<file path="config.mk">
export PLATFORM = sky130hd
export DESIGN_NAME = pipeline_ctrl
export DESIGN_NICKNAME = d
export VERILOG_FILES = /design/src/rtl/pipeline_ctrl.sv
export SDC_FILE = /design/constraint.sdc
export NUM_CORES = 1
export LEC_CHECK = 0
export ABC_CLOCK_PERIOD_IN_PS = 2100
export CAP_MARGIN = 20
export CORE_ASPECT_RATIO = 1.4
export CORE_MARGIN = 1.5
export CORE_UTILIZATION = 45
export CTS_BUF_LIST = sky130_fd_sc_hd__clkbuf_4 sky130_fd_sc_hd__clkbuf_8 sky130_fd_sc_hd__clkbuf_16
export CTS_CLUSTER_DIAMETER = 150
export DETAILED_ROUTE_END_ITERATION = 12
export GPL_TIMING_DRIVEN = 0
export HOLD_SLACK_MARGIN = 0.15
export PLACE_DENSITY = 0.9
export SYNTH_ARGS = -nofsm -noshare
export SYNTH_HDL_FRONTEND = slang
export SYNTH_SLANG_ARGS = --single-unit
</file>
<file path="constraint.sdc">
create_clock -name CLK -period 2.1 [get_ports CLK]
set_input_delay 0.315 -clock CLK [delete_from_list [all_inputs] [get_ports CLK]]
set_output_delay 0.315 -clock CLK [all_outputs]
set_load 0.02 [all_outputs]
</file>
<file path="src/rtl/pipeline_ctrl.sv">
// Hazard and stall sequencer for the five-stage pipeline: load-use bubbles,
// cache-miss freezes, deferred branch flushes, sticky halt and stall counters.
module pipeline_ctrl #(
  parameter int unsigned REGW = 5,
  parameter int unsigned CNTW = 16
) (
  input  logic            CLK,
  input  logic            nRST,
  input  logic            ihit,
  input  logic            dhit,
  input  logic [REGW-1:0] ifid_rs,
  input  logic [REGW-1:0] ifid_rt,
  input  logic            idex_dREN,
  input  logic [REGW-1:0] idex_wsel,
  input  logic            exmem_dREN,
  input  logic            exmem_dWEN,
  input  logic            branch_taken,
  input  logic            halt_in,
  output logic            pc_en,
  output logic            ifid_en,
  output logic            idex_en,
  output logic            exmem_en,
  output logic            memwb_en,
  output logic            ifid_flush,
  output logic            idex_flush,
  output logic            halt,
  output logic [CNTW-1:0] dstall_cnt,
  output logic [CNTW-1:0] luse_cnt
);

  typedef enum logic [1:0] {
    RUN    = 2'd0,
    DWAIT  = 2'd1,
    HALTED = 2'd2
  } state_t;

  state_t          r_state;
  logic            r_flush_pend;
  logic [CNTW-1:0] r_dstall_cnt;
  logic [CNTW-1:0] r_luse_cnt;

  logic w_mem_pend;
  logic w_load_use;
  logic w_halted;
  logic w_stall_all;
  logic w_flush_now;

  // Hazard detection terms
  assign w_mem_pend  = (exmem_dREN | exmem_dWEN) & ~dhit;
  assign w_load_use  = idex_dREN & (idex_wsel != '0) &
                       ((idex_wsel == ifid_rs) | (idex_wsel == ifid_rt));
  assign w_halted    = (r_state == HALTED);
  assign w_stall_all = ~ihit | w_mem_pend | w_halted;
  assign w_flush_now = (branch_taken | r_flush_pend) & ~w_stall_all;

  // A pending flush overrides the load-use bubble so the redirect is fetched
  assign exmem_en   = ~w_stall_all;
  assign memwb_en   = ~w_stall_all;
  assign idex_en    = ~w_stall_all;
  assign pc_en      = ~w_stall_all & (~w_load_use | w_flush_now);
  assign ifid_en    = ~w_stall_all & (~w_load_use | w_flush_now);
  assign ifid_flush = w_flush_now;
  assign idex_flush = ~w_stall_all & (w_flush_now | w_load_use);
  assign halt       = w_halted;
  assign dstall_cnt = r_dstall_cnt;
  assign luse_cnt   = r_luse_cnt;

  always_ff @(posedge CLK or negedge nRST) begin
    if (!nRST) begin
      r_state      <= RUN;
      r_flush_pend <= 1'b0;
      r_dstall_cnt <= '0;
      r_luse_cnt   <= '0;
    end else begin
      case (r_state)
        RUN: begin
          if (halt_in && !w_mem_pend)  r_state <= HALTED;
          else if (w_mem_pend)         r_state <= DWAIT;
        end
        DWAIT: begin
          if (halt_in && !w_mem_pend)  r_state <= HALTED;
          else if (dhit)               r_state <= RUN;
        end
        HALTED:  r_state <= HALTED;
        default: r_state <= RUN;
      endcase

      // Remember a redirect raised while frozen until the pipeline can take it
      if (w_flush_now)
        r_flush_pend <= 1'b0;
      else if (branch_taken && w_stall_all)
        r_flush_pend <= 1'b1;

      if (w_mem_pend && !w_halted && (r_dstall_cnt != '1))
        r_dstall_cnt <= r_dstall_cnt + CNTW'(1);

      if (w_load_use && !w_flush_now && !w_stall_all && (r_luse_cnt != '1))
        r_luse_cnt <= r_luse_cnt + CNTW'(1);
    end
  end

endmodule

</file>
# Yosys cells after proc, flatten, opt, wreduce, memory -nomap -nowiden
# Cells that the tools add are included.
# classes
order_cmp,0
shift,0
addsub,2
eq_ne,8
n_mul,0
n_mux,7
n_bitwise,17
div,0
n_reduce_logical,15
# op_table
op,n
$add 16x1->16 const B,2
$ne 16x16->1 const B,2
$eq 5x5->1,2
$mux 2,4
$logic_and 1x1->1,7
$or 1x1->1,7
$and 1x1->1,6
$ne 3x3->1 const B,2
$pmux 2 s3,1
$reduce_bool 5->1,1
$logic_not 1->1,4
$not 1->1,4
$eq 2x1->1 const B,1
$eq 2x2->1 const B,1
$logic_not 2->1,1
$mux 1,2
$reduce_and 2->1,1
$reduce_bool 2->1,1
# word_totals
out_inout_bits,40
latch_bits,0
n_memories,0
regBits,35
word_cells,53
ram_bits,0
input_bits,24
rom_bits,0

# Depth between registers and ports, before layout
# Gate-level depths: netlist (run 1).
# logic_depth
word_depth,10
mapped_depth,6
ltp_nobuf,6

# Worst setup path after synthesis (run 1)
# OpenSTA, ideal clock, no wires.
# synth_path
kind,input-to-output
start,input port idex_wsel[1]
end,output port pc_en
cell_stages,5
arrival_time_ps,1796
n_path_buf,1
required_ps,1785
path_slack_ps,-11
path_cell_list,or4_1 > o21ai_2 > nor2b_1 > a21oi_1 > buf_4
# synth_between
elab_chain_len,6
word_cells_on_any_way,9
cone_classes,eq/ne: 2; bitwise: 6; reduce/logical: 1
# synth_lines
element,line,source
from (decl),14,"input logic [REGW-1:0] idex_wsel,"
$eq 5x5->1 / $reduce_bool 5->1 (equally long branches),"51, 50",
$or 1x1->1 / $and 1x1->1 (equally long branches),"51, 50",
$and 1x1->1 *,50,assign w_load_use = idex_dREN & (idex_wsel != '0) &
$not 1->1 *,-,
$or 1x1->1 *,-,
$and 1x1->1 *,-,
to (decl),19,"output logic pc_en,"
# Every way passes the cells marked *; elsewhere a longest branch is shown, timed or not.

# Worst setup path in the final report (run 1)
# layout_path
start,input port ifid_rt[4]
end,output port pc_en
# layout_between
elab_chain_len,6
# layout_lines
element,line,source
from (decl),12,"input logic [REGW-1:0] ifid_rt,"
$eq 5x5->1,51,((idex_wsel == ifid_rs) | (idex_wsel == ifid_rt));
$or 1x1->1,51,
$and 1x1->1,50,
$not 1->1,60,assign pc_en = ~w_stall_all & (~w_load_use | w_flush_now);
$or 1x1->1,60,
$and 1x1->1,60,
# Every way passes these cells.

==> reports/results.ini, run 1 <==
[grt]
grt-ovfl-total = 0
grt_usage = 0.197
antenna_found_initial = 0
grt_max_degree = 36
grt_pass1_wl_um = 6960
grt_pass1_vias = 1572

[finish]
area_growth_pct = 48.7
final_cell_mix = 48 x clkdlybuf4s50_1, 35 x dfrtp_1, 34 x xnor2_1
finalNetCount = 278
layout_commonest_cell = clkdlybuf4s50_1
stdcell_count = 296
antenna_cells = 0
drive_gt1_frac = 0.170

[clock_tree]
root_buffer = clkbuf_8
h-tree-depth = 2
cts_buffers = 5
clockBufferDepth = 2
clk_pin_slew_ps = 80
clk_latency_ps = 290
cts.sinks = 35
cts_tree = built

[logic_synthesis]
synth_seq_area_share = 0.472
ys_ff_latch = 35
synth_xor_xnor_area_share = 0.184
ys_types = 38
synth-simple-area-share = 0.255
async_flop_share = 1.00
synth_ff_type = dfrtp_1
netlist_area_um2 = 1850
synth_top_family_by_area = simple AND/OR/NAND/NOR gates
syn_area_per_cell_um2 = 10.5
syn_nets = 202
synth_fa_ha_area_frac = 0.0135
synth-edff-count = 0
synthMuxAreaShare = 0.0182
syn_inst = 176
yosysWarnings = 0
synth_compound_area_frac = 0.0324

[setup_path]
cp.arrival_ps = 1750
cp_slowest_cell = clkdlybuf4s50_1
cp_max_fo = 2
cp_top_family = buffers and inverters
crit_required_ps = 1780
crit_chain = clkdlybuf4s50_1 -> xnor2_1 -> nand3_1 -> o22ai_4 -> nor2b_4 -> a21oi_2 -> buf_4 -> buf_4
cp_num_buf_inv = 3
endpoint_kind = primary output
crit_type = in -> out
critPathLaunchType = primary input
crit_top_cell = buf_4
cpPeakStageDelay_ps = 470

[flow_run]
drv_cap = 0

[pwr]
power_mw = 2.13
intPower_mw = 1.43
peakVddDrop_uv = 812
cellLeakagePower_nw = 1.14
p_switching_mw = 0.705
seqPwrFrac = 0.403
p_clk_frac = 0.287
power_density_nw_per_um2 = 774
pwr-share-comb = 0.310
swShare = 0.331

[detailed_routing]
post-route-drc-count = 0
ant_nets = 0
wl_per_cell_um = 15.0
via_per_inst = 5.59
vias = 1655
first_pass_iters = 4
drt_iter0_markers = 55
routed_wl_um = 4450

[timing]
timing.setup.tns_ps = 0
maxSlewViolCount = 0
hold_viol_final = 0
fin_crit_sh = 0.982
fin_crit_ps = 2060
setup_viol = 0
relSlewSlack = 0.485
worst_clock_skew_ps = 8.69
tightestPinTransition_ps = 772
maxClockFrequency_ghz = 0.485

[run_status]
status = finished clean

[floorplan]
rows = 27
core_um2 = 3950
die-area_um2 = 4520
die_w_um = 57.3
initial_core_util = 0.469
die_y_um = 79.0
top_level_ports = 64

[place]
port_buffers = 63
place.gp.congestion = 0.813
dp_hpwl_um = 3180
place_inst = 282

[hold_path]
hp-class = reg -> reg

## metal layers
layer	track usage	routed length [um]	vias up
met5	0	0	-
met1	0.209	1610	819
met3	0.0472	214	7
met4	0.0651	66	0
met2	0.374	2560	56
li1	-	-	773
## metrics by stage
step / worst slack, ps / util / area [um^2] / hold WS [ps]
floorplan: 139 / - / 1860 / 19.4
global placement: -830 / 0.643 / 2540 / 484
detailed placement: -866 / 0.642 / 2540 / 435
CTS: 2.21 / 0.683 / 2700 / 505
global route: -11.4 / 0.697 / 2760 / 537
finish: 37.5 / 0.697 / 2760 / 505
## cell families (layout without fill, tap and decap cells)
logic type	count (synthesis)	count (layout)
AO/OA/AOI/OAI	7	7
XOR/XNOR	39	39
adder cells (fa/ha/maj)	2	2
buffers and inverters	9	86
flip-flops	35	35
multiplexers	3	3
AND/OR/NAND/NOR	81	81
## state kept, by name, summed over array words and instances (netlist names)
signal        count
r_flush_pend      1
dstall_cnt       16
luse_cnt         16
r_state           2
## final timing paths
| path | to | startpoint | cells past startpoint | slack, ps |
|---|---|---|---|---|
| worst max-delay path | pc_en | ifid_rt[4] | 8 | 40 |
| worst min-delay path | dstall_cnt[15] | dstall_cnt[15] | 1 | 510 |
| worst max register to register | luse_cnt[1] | r_flush_pend | 5 | 140 |
| worst min register to register | dstall_cnt[15] | dstall_cnt[15] | 1 | 510 |
| max in group asynchronous | luse_cnt[15] | nRST | 2 | 970 |
| min in group asynchronous | dstall_cnt[2] | nRST | 2 | 630 |
## Yosys cell counts, types with 2 or more instances
master | n | share of area
dfrtp_1 | 35 | 0.47
xnor2_1 | 34 | 0.16
nand3_1 | 18 | 0.049
nand4_1 | 14 | 0.047
nand2_1 | 12 | 0.024
nor2_1 | 7 | 0.014
and3_1 | 5 | 0.017
nor3_1 | 5 | 0.013
xor2_1 | 5 | 0.024
inv_1 | 4 | 0.0081
nor4_1 | 4 | 0.013
buf_4 | 3 | 0.012
ha_1 | 2 | 0.013
mux2_2 | 2 | 0.012
nand3b_1 | 2 | 0.0081
nor3_2 | 2 | 0.011
## power by group through the flow
stage,clock network (mW),registers [mW],logic (mW)
floorplan,0,0.922,0.280
global placement,0,0.866,0.629
detailed placement,0,0.870,0.645
finish,0.612,0.859,0.661
global route,0.658,0.871,0.709
CTS,0.627,0.857,0.639
## timing repair
action	4_1_cts	5_1_grt
gates resized for setup	31	11
endpoints found under the hold margin	35	0
hold buffers	1	0
pin swaps	3	7
buffers inserted	2	3
setup endpoints to repair	20	11
## layout make-up
class                      instances  area [um^2]
tap                               43         53.8
buffer                             4         26.3
sequential                        35          876
multi-input combinational        132         1010
timing repair buffer              69          657
clock inverter                     3         43.8
fill                             307         1200
inverter                           5         18.8
clock buffer                       5         68.8
Power figures use the tool's default switching activity.
==> run 2, diff against run 1 <==
CORE_MARGIN = default   (was 1.5)
==> run 2 against run 1 <==
Against the previous run: die area is 3.0% lower; global-route usage fell by 1.0 points; register-to-register slack got worse by 40 ps; worst hold slack got worse by 11 ps; sequential power is essentially flat; setup slack worse by 14 ps; clock power decreased by 2%; fmax is 0.68% lower; critical path depth down 2; non-clock buffer count unchanged; critical endpoint is now luse_cnt[8]; largest cell class unchanged.
==> reports/results.ini, run 2 (synthesis results as in run 1) <==
[run_status]
status = finished clean

[timing]
tightestPinTransition_ps = 761
fin_crit_ps = 2080
maxSlewViolCount = 0
fin_crit_sh = 0.989
hold_slack_ps = 494
rsz0062_at_grt = true
hold_viol_final = 0
timing.setup.tns_ps = 0
worst_clock_skew_ps = 10.9
setup_viol = 0
relSlewSlack = 0.492
maxClockFrequency_ghz = 0.482

[floorplan]
die-area_um2 = 4380
die_w_um = 56.3
die_y_um = 78.0
initial_core_util = 0.469
rows = 27
top_level_ports = 64
core_um2 = 3950

[detailed_routing]
routed_wl_um = 4030
ant_nets = 0
via_per_inst = 5.39
wl_per_cell_um = 13.6
drt_iter0_markers = 33
post-route-drc-count = 0
vias = 1594
first_pass_iters = 4

[grt]
grt_usage = 0.187
grt_pass1_vias = 1549
top_usage_layer = met2
antenna_found_initial = 0
grt_max_degree = 36
use_met3 = 0.0400
grt-ovfl-total = 0
grtUsageMet1 = 0.196
use_met2 = 0.365
grt_pass1_wl_um = 6500

[finish]
area_growth_pct = 46.9
antenna_cells = 0
fillCellCount = 316
finalNetCount = 278
final_cell_mix = 46 x clkdlybuf4s50_1, 35 x dfrtp_1, 34 x xnor2_1
layout_commonest_cell = clkdlybuf4s50_1
drive_gt1_frac = 0.154

[clock_tree]
clk_pin_slew_ps = 80
cts.sinks = 35
h-tree-depth = 2
root_buffer = clkbuf_8
cts_buffers = 5
clk_latency_ps = 280
cts_tree = built
clockBufferDepth = 2

[setup_path]
crit_chain = clkdlybuf4s50_1 -> nor2_1 -> nand4_1 -> nor4_1 -> nand4_1 -> xnor2_1
crit_required_ps = 2270
cp.arrival_ps = 2250
cp_slowest_cell = nor4_1
crit_top_cell = nand4_1
cp_num_buf_inv = 1
crit_type = in -> reg
cpPeakStageDelay_ps = 630
reg2reg_slack_ps = 100
critPathLaunchType = primary input
cp_top_family = simple AND/OR/NAND/NOR gates
cp_max_fo = 4
endpoint_kind = register

[pwr]
peakVddDrop_uv = 597
power_mw = 2.10
power_density_nw_per_um2 = 770
cellLeakagePower_nw = 1.17

[hold_path]
hp-class = reg -> reg

[place]
dp_hpwl_um = 3020
port_buffers = 63
place.gp.congestion = 0.809

[flow_run]
drv_cap = 0

-- run 2: final cells by class --
type,count,area (um^2),area share
Buffer,4,26.3,0.00965
Inverter,5,18.8,0.00689
Sequential cell,35,876,0.322
Tap cell,43,53.8,0.0198
Clock buffer,5,68.8,0.0253
Clock inverter,3,43.8,0.0161
Multi-Input combinational cell,132,977,0.359
Timing Repair Buffer,69,659,0.242
-- run 2: per-stage QoR --
stage	utilization	instances	setup WS [ps]	instance area (um^2)
4_1_cts	0.683	295	-11.8	2700
2_1_floorplan	-	176	139	1860
3_5_place_dp	0.642	282	-861	2540
5_1_grt	0.689	296	-36.0	2720
3_3_place_gp	0.643	282	-826	2540
6_report	0.689	296	23.5	2720
-- run 2: final timing paths --
check,startpoint,to,cells past startpoint
min,dstall_cnt[15],dstall_cnt[15],1
max in group asynchronous,nRST,r_flush_pend,2
min reg2reg,dstall_cnt[15],dstall_cnt[15],1
max reg2reg,r_flush_pend,luse_cnt[8],5
min in group asynchronous,nRST,dstall_cnt[6],2
max,branch_taken,luse_cnt[8],6
-- run 2: timing repair --
| item | 4_1_cts | 5_1_grt |
|---|---|---|
| setup buffers | 4 | 1 |
| resized for setup | 27 | 9 |
| pin swaps | 4 | 7 |
| endpoints found under the hold margin | 35 | 0 |
| setup endpoints to repair | 16 | 8 |
| hold buffers | 1 | 0 |
-- run 2: metal layers --
metal,up-vias,part of all wire
met5,-,0
met4,0,0.013
met3,7,0.038
met2,49,0.56
met1,766,0.39
li1,772,-
-- run 2: worst reg2reg max path: stages, from the launching register on --
cell	delay [ps]
dfrtp_1	380
nor2_1	240
nand4_1	290
nor4_1	630
nand4_1	200
xnor2_1	150
-- run 2: power by group --
| group | internal, mW | total (mW) | leakage (nW) | switching (mW) |
|---|---|---|---|---|
| Sequential | 0.752 | 0.858 | 0.465 | 0.106 |
| Clock | 0.353 | 0.599 | 0.0581 | 0.246 |
| Combinational | 0.315 | 0.640 | 0.643 | 0.325 |
==> run 3, diff against run 2 <==
SETUP_SLACK_MARGIN = 0.02   (was default)
==> run 3 against run 2 <==
Against the previous run: via count fell by 0.31%; sequential share of layout area decreased by 0.059 points; setup slack gained 4.6 ps; worst hold slack about the same; clock power hardly changed; non-clock buffer count shrank 1; flip-flop and latch count unchanged; die area is the same; clock skew about the same; largest power group unchanged; highest routed layer unchanged.
==> reports/results.ini, run 3 (synthesis results as in run 1) <==
[pwr]
peakVddDrop_uv = 597
power_density_nw_per_um2 = 769
cellLeakagePower_nw = 1.19
power_mw = 2.10

[timing]
setup_viol = 0
fin_crit_sh = 0.987
rsz0062_at_grt = true
tightestPinTransition_ps = 763
worst_clock_skew_ps = 10.8
hold_viol_final = 0
maxSlewViolCount = 0
relSlewSlack = 0.492
fin_crit_ps = 2070
timing.setup.tns_ps = 0
maxClockFrequency_ghz = 0.483

[floorplan]
top_level_ports = 64
initial_core_util = 0.469
die_y_um = 78.0
die_w_um = 56.3
rows = 27
die-area_um2 = 4380
core_um2 = 3950

[clock_tree]
clockBufferDepth = 2
clk_latency_ps = 280
h-tree-depth = 2
cts.sinks = 35
cts_tree = built
root_buffer = clkbuf_8
clk_pin_slew_ps = 80
cts_buffers = 5

[finish]
antenna_cells = 0
drive_gt1_frac = 0.155
multi_input_area_um2 = 977
fillCellCount = 319
layout_commonest_cell = clkdlybuf4s50_1
regArea_um2 = 876
final_cell_mix = 42 x clkdlybuf4s50_1, 35 x dfrtp_1, 34 x xnor2_1
area_growth_pct = 47.2
finalNetCount = 277
final_area_um2 = 2730

[grt]
antenna_found_initial = 0
top_usage_layer = met2
use_met2 = 0.362
grtUsageMet1 = 0.198
grt_max_degree = 36
use_met3 = 0.0400
grt_pass1_wl_um = 6500
grt_pass1_vias = 1556
grt-ovfl-total = 0
grt_usage = 0.187

[hold_path]
hp-start = dstall_cnt[15]
hold_end = dstall_cnt[15]
whs_path_depth = 1
hp-class = reg -> reg

[setup_path]
critPathLaunchType = primary input
crit_type = in -> reg
reg2reg_slack_ps = 110
cp.arrival_ps = 2240
regToRegStartpoint = r_flush_pend
r2r_end = luse_cnt[8]
cp_max_fo = 4
endpoint_kind = register
crit_required_ps = 2270
r2r_cells = 5

[place]
place.gp.congestion = 0.809
postPlaceCellArea_um2 = 2540
port_buffers = 63
dp_hpwl_um = 3020

[detailed_routing]
first_pass_iters = 4
ant_nets = 0
routed_wl_um = 4030
wl_per_cell_um = 13.7
via_per_inst = 5.39
vias = 1589
drt_iter0_markers = 30
post-route-drc-count = 0

[flow_run]
drv_cap = 0

[run_status]
status = finished clean

## run 3: cell types whose count changed in the layout (fill, tap and decap cells not counted), sizes merged
cell and change:
buf -1, clkdlybuf4s15 +2, clkdlybuf4s50 -4, dlygate4sd2 -2, dlymetal6s2s +4
## run 3: critical path, stage by stage
cell and delay, ps:
clkdlybuf4s50_1 420, nor2_1 240, nand4_1 290, nor4_1 630, nand4_1 200, xnor2_1 150
## run 3: layout make-up
class,count,area share
clock buffer,5,0.0252
inverter,5,0.00688
tap,43,0.0197
buffer,4,0.00963
timing repair buffer,68,0.243
sequential,35,0.321
multi-input combinational,132,0.358
clock inverter,3,0.0160
## run 3: routing by layer
| layer | wire (um) | up-vias |
|---|---|---|
| met2 | 2250 | 47 |
| met5 | 0 | - |
| li1 | - | 773 |
| met3 | 147 | 7 |
| met1 | 1580 | 762 |
| met4 | 51 | 0 |
## run 3: stage by stage
stage	util	cells	setup slack, ps	hold slack, ps
final	0.690	295	28.0	494
after global routing	0.690	295	-36.0	517
after floorplan	-	176	139	19.4
after global placement	0.643	282	-826	486
after detailed placement	0.642	282	-861	439
after CTS	0.686	295	14.6	500
## run 3: worst max path at each step
| stage | startpoint | end | depth (start not counted) |
|---|---|---|---|
| after floorplan | idex_wsel[1] | pc_en | 5 |
| after global placement | idex_wsel[1] | pc_en | 7 |
| after detailed placement | idex_wsel[1] | pc_en | 7 |
| after CTS | branch_taken | luse_cnt[8] | 6 |
| after global routing | branch_taken | luse_cnt[14] | 6 |
| final | branch_taken | luse_cnt[8] | 6 |
## run 3: timing repair
item                       4_1_cts  5_1_grt
pin swaps                        6       10
buffers inserted                 4        0
hold endpoints to repair        35        0
hold buffers                     1        0
setup endpoints to repair       22       14
resized for setup               30       13
## run 3: power by group
part	switching, mW	total, mW	internal (mW)
logic	0.326	0.639	0.314
clock network	0.248	0.601	0.353
registers	0.106	0.858	0.752
